## config.mk

```make
export PLATFORM = sky130hd
export DESIGN_NAME = imem_boot_loader
export DESIGN_NICKNAME = d
export VERILOG_FILES = /design/src/rtl/imem_boot_loader.sv
export SDC_FILE = /design/constraint.sdc
export NUM_CORES = 1
export LEC_CHECK = 0
export BUFFER_PORTS_ARGS = -buffer_cell sky130_fd_sc_hd__buf_4
export CAP_MARGIN = 20
export CELL_PAD_IN_SITES_DETAIL_PLACEMENT = 0
export CELL_PAD_IN_SITES_GLOBAL_PLACEMENT = 2
export CORE_MARGIN = 8
export CORE_UTILIZATION = 38
export DETAILED_ROUTE_END_ITERATION = 12
export GPL_ROUTABILITY_DRIVEN = 0
export MAX_ROUTING_LAYER = met4
export PLACE_DENSITY = 0.93
export SYNTH_ARGS = -nofsm -noshare
export SYNTH_HDL_FRONTEND = slang
export SYNTH_SLANG_ARGS = --single-unit
export TNS_END_PERCENT = 30
```

## constraint.sdc

```tcl
create_clock -name clk -period 4.9 [get_ports clk]
set_input_delay 0.98 -clock clk [delete_from_list [all_inputs] [get_ports clk]]
set_output_delay 0.98 -clock clk [all_outputs]
set_load 0.01 [all_outputs]
```

## src/rtl/imem_boot_loader.sv

```systemverilog
// Packs a length-prefixed little-endian byte stream into 32-bit instruction-memory writes and holds the core in reset until a full image lands.
// Latency: a word is written the cycle after its 4th byte transfers; backpressure: rx_ready drops in IDLE, WRITE, DONE and ERROR.
module imem_boot_loader #(
    parameter int DEPTH = 64,
    parameter int CNT_W = 7
) (
    input  logic        clk,
    input  logic        reset,
    input  logic        start,
    input  logic [7:0]  rx_data,
    input  logic        rx_valid,
    output logic        rx_ready,
    output logic        imem_we,
    output logic [31:0] imem_addr,
    output logic [31:0] imem_wdata,
    output logic        core_reset,
    output logic        busy,
    output logic        done,
    output logic        err
);

    typedef enum logic [2:0] {
        S_IDLE,
        S_LEN_LO,
        S_LEN_HI,
        S_DATA,
        S_WRITE,
        S_DONE,
        S_ERROR
    } state_t;

    localparam logic [15:0] MAX_LEN = 16'(DEPTH);

    state_t           state_q, state_d;
    logic [15:0]      len_q, len_d;
    logic [CNT_W-1:0] word_idx_q, word_idx_d;
    logic [1:0]       byte_cnt_q, byte_cnt_d;
    logic [23:0]      buf_q, buf_d;
    logic [31:0]      addr_q, addr_d;
    logic [31:0]      wdata_q, wdata_d;

    logic             xfer;
    logic [15:0]      len_full;
    logic [CNT_W-1:0] word_idx_nxt;

    // Every output is either a flop or a decode of the state flop.
    assign rx_ready   = (state_q == S_LEN_LO) || (state_q == S_LEN_HI) || (state_q == S_DATA);
    assign imem_we    = (state_q == S_WRITE);
    assign busy       = rx_ready || imem_we;
    assign done       = (state_q == S_DONE);
    assign err        = (state_q == S_ERROR);
    assign core_reset = (state_q != S_DONE);
    assign imem_addr  = addr_q;
    assign imem_wdata = wdata_q;

    assign xfer         = rx_valid && rx_ready;
    assign len_full     = {rx_data, len_q[7:0]};
    assign word_idx_nxt = word_idx_q + CNT_W'(1);

    always_comb begin
        state_d    = state_q;
        len_d      = len_q;
        word_idx_d = word_idx_q;
        byte_cnt_d = byte_cnt_q;
        buf_d      = buf_q;
        addr_d     = addr_q;
        wdata_d    = wdata_q;

        case (state_q)
            S_IDLE, S_DONE, S_ERROR: begin
                if (start) begin
                    state_d    = S_LEN_LO;
                    word_idx_d = '0;
                    byte_cnt_d = '0;
                end
            end
            S_LEN_LO: begin
                if (xfer) begin
                    len_d[7:0] = rx_data;
                    state_d    = S_LEN_HI;
                end
            end
            S_LEN_HI: begin
                if (xfer) begin
                    len_d = len_full;
                    if ((len_full == 16'd0) || (len_full > MAX_LEN)) begin
                        state_d = S_ERROR;
                    end else begin
                        state_d = S_DATA;
                    end
                end
            end
            S_DATA: begin
                if (xfer) begin
                    byte_cnt_d = byte_cnt_q + 2'd1;
                    if (byte_cnt_q == 2'd3) begin
                        // Latch the write beat now so WRITE presents it straight from flops.
                        wdata_d = {rx_data, buf_q};
                        addr_d  = {{(30-CNT_W){1'b0}}, word_idx_q, 2'b00};
                        state_d = S_WRITE;
                    end else begin
                        buf_d[{byte_cnt_q, 3'b000} +: 8] = rx_data;
                    end
                end
            end
            S_WRITE: begin
                word_idx_d = word_idx_nxt;
                if (16'(word_idx_nxt) == len_q) begin
                    state_d = S_DONE;
                end else begin
                    state_d = S_DATA;
                end
            end
            default: begin
                state_d = S_IDLE;
            end
        endcase
    end

    always_ff @(posedge clk or posedge reset) begin
        if (reset) begin
            state_q    <= S_IDLE;
            len_q      <= '0;
            word_idx_q <= '0;
            byte_cnt_q <= '0;
            buf_q      <= '0;
            addr_q     <= '0;
            wdata_q    <= '0;
        end else begin
            state_q    <= state_d;
            len_q      <= len_d;
            word_idx_q <= word_idx_d;
            byte_cnt_q <= byte_cnt_d;
            buf_q      <= buf_d;
            addr_q     <= addr_d;
            wdata_q    <= wdata_d;
        end
    end

endmodule

```

==> metrics.md <==
| Metric | Value |
|---|---|
| H-tree levels | `3` |
| Syn_area_per_cell | `11.0 um^2` |
| Core box area | `11,300 um^2` |
| Worst path arrival time | `around 1.8 ns` |
| Clock buffer depth | `2` |
| Slew Limit Fails | `0` |
| Utilization after layout | `45.1%` |
| N_diodes | `0` |
| GRT Util Overall | `between 10% and 20%` |
| Later-pin clock latency in the skew report | `between 0.3 and 0.4 ns` |
| CP required | `3.92 ns` |
| Peak VDD IR | `~0.00028 V` |
| CTS resizes | `0` |
| Num CTS Buffers | `9` |
| # nets final | `between 400 and 500` |
| Vias in the first global route | `3,137` |
| Initial antenna violation count | `0` |
| Vias per cell | `slightly above 5` |
| Register area share after synthesis | `52.3%` |
| Routed WL | `approximately 9.8 mm` |
| Antenna Violating Nets Remaining | `0` |
| Rel. slew slack | `about 40%` |
| CTS clk-pin slew, worst paths | `0.06 ns` |
| Slowest Stage Delay on Critical Path | `0.73 ns` |
| Starting Density | `roughly two fifths` |
| Largest net degree at the start of global routing | `55` |
| Max-cap violations | `0` |
| Async S/R FF share, synth | `100%` |
| Final period util | `56.3%` |
| Root Driver | `clkbuf_16` |
| Crit Path Max Fanout | `19` |
| I/O Buffers | `between 50 and 60` |
| Max Clk Rate | `about 360 MHz` |
| Critical path's slowest cell | `dfrtp_1` |
| Die Ht | `approximately 120 um` |
| CP cell instances | `nor2b_1 -> nand2_1 -> inv_1 -> buf_4` |
| Syn Std Cell Area | `around 4400 um^2` |
| Gr ovfl total | `0` |
| Worst-Margin Slew | `0.901 ns` |
| Layout cells sized above 1 | `29.0%` |
| Synthesis-to-finish area growth | `16.9%` |
| Synth warnings | `0` |
| Setup violators final | `0` |
| Pleak | `between 2 and 2.5 nW` |
| Starting DRT DRC Count | `~280` |
| Gate Count Post-Synth | `397` |
| Fin crit period | `approximately 2.8 ns` |
| Die width | `123 um` |
| Unrepaired setup endpoints after global routing | `no` |
| DIE AREA | `~15,000 um^2` |
| Setup Fix Bufs, Post-CTS | `0` |
| Drt pass-1 iters | `4` |
| CTS tree | `yes` |
| Worst Hold Class | `reg -> reg` |
| Ports | `just over 80` |
| Post-synth EDFFs | `0` |
| Seq cells post-synth | `just over 90` |
| Worst Setup Start Kind | `register` |
| Pwr dens | `between 500 and 600 nW/um^2` |
| Final count of hold timing violations | `0` |
| DRC | `0` |
| WL/cell | `about 16 um` |
| Detailed-route via count | `roughly 3,000` |
| Row count | `39` |
| WS Path Type | `reg -> out` |
| Final HPWL DP | `~6.9 mm` |
| Setup TNS | `0 ns` |
| CP Capture Type | `output port` |
| Final setup skew | `approximately 0.0065 ns` |
| Status | `finished clean` |
| CTS hold repair buffers | `0` |
| Num Clock Sinks | `slightly above 90` |
| Global-route wire length before repair | `~16 mm` |
| Synth cell types | `53` |
| Post-synth top flop | `dfrtp_1` |
metrics by stage:
step | cell area [um^2] | worst slack, ns | hold slack, ns | instances | total power [mW]
floorplan | 4440 | 1.56 | 0.443 | 421 | 1.66
global placement | 4770 | 2.54 | 0.460 | 581 | 1.87
detailed placement | 4770 | 2.49 | 0.469 | 581 | 1.90
CTS | 5070 | 2.15 | 0.483 | 596 | 2.61
global route | 5090 | 1.98 | 0.512 | 598 | 2.77
finish | 5090 | 2.14 | 0.480 | 598 | 2.60
final timing paths:
| path | startpoint | end | slack, ns | depth (start not counted) |
|---|---|---|---|---|
| min reg2reg | buf_q[7] | buf_q[7] | 0.48 | 2 |
| max | state_q[2] | imem_we | 2.14 | 4 |
| max in group asynchronous | reset | imem_addr[2] | 3.07 | 3 |
| min | buf_q[7] | buf_q[7] | 0.48 | 2 |
| min in group asynchronous | reset | imem_wdata[31] | 0.82 | 2 |
| max reg2reg | word_idx_q[0] | state_q[1] | 2.71 | 6 |
routing by layer:
layer | GRT usage (%) | routed length, um
met5 | - | 0
met4 | 4.74 | 140
met3 | 3.20 | 458
met2 | 21.6 | 4630
met1 | 17.4 | 4590
cell usage after synthesis, drive strengths merged, types with 2 or more instances:
cell type,instances,area share [%]
o22ai,2,0.29
nand3,10,1.2
nand2b,2,0.29
clkbuf,6,0.98
ha,6,1.7
buf,35,5.6
o31ai,3,0.52
and3,2,0.32
nor4,6,1.2
dfrtp,91,52
nand4,2,0.29
mux2,55,14
a21oi,6,0.69
nor3b,3,0.52
nor2,9,0.83
or4,3,0.60
nor3,4,0.92
nor2b,4,0.58
a31oi,5,0.72
inv,10,0.86
xor2,3,0.60
nand2,67,5.8
xnor2,6,1.2
o21ai,38,4.4
critical path, delay by kind of cell, from the launching register on:
family | cells | cell delay (ns)
buffers and inverters | 2 | 0.26
flip-flops | 1 | 0.73
AND/OR/NAND/NOR | 2 | 0.46
area by class of cell:
| type | instances | area (um^2) |
|---|---|---|
| fillers | 1053 | 6190 |
| flip-flops and latches | 91 | 2280 |
| multi-input cells | 279 | 1840 |
| repair buffers | 60 | 450 |
| clock buffers | 10 | 239 |
| well taps | 143 | 179 |
| clock inverters | 5 | 62.6 |
| inverters | 10 | 38.8 |
power breakdown:
| part | internal, mW | switching (mW) |
|---|---|---|
| registers | 0.929 | 0.197 |
| logic | 0.369 | 0.409 |
| clock network | 0.410 | 0.287 |
registers in the layout, indices dropped and copies added (netlist names):
name	flops
imem_wdata	32
buf_q	24
len_q	16
imem_addr	7
word_idx_q	7
state_q	3
byte_cnt_q	2
cell families after synthesis:
group / count (synthesis) / synth area share, %
AND/OR/NAND/NOR: 116 / 13.0
flip-flops: 91 / 52.3
AO/OA/AOI/OAI: 67 / 9.09
multiplexers: 56 / 14.5
buffers and inverters: 51 / 7.45
XOR/XNOR: 9 / 1.81
adder cells (fa/ha/maj): 6 / 1.73
other: 1 / 0.0862
placed cells by master, fill, tap and decap left out, types with 5 or more instances in the layout:
master | Yosys | final
dfrtp_1 | 91 | 91
nand2_1 | 67 | 67
buf_4 | 26 | 58
mux2_2 | 46 | 46
o21ai_0 | 32 | 32
conb_1 | 1 | 25
nand3_1 | 10 | 10
inv_1 | 10 | 9
mux2_1 | 9 | 9
clkbuf_16 | 0 | 9
nor2_1 | 8 | 8
xnor2_1 | 6 | 6
a21oi_1 | 6 | 6
o21ai_1 | 6 | 6
ha_1 | 6 | 6
a31oi_1 | 5 | 5
Power figures use the tool's default switching activity.
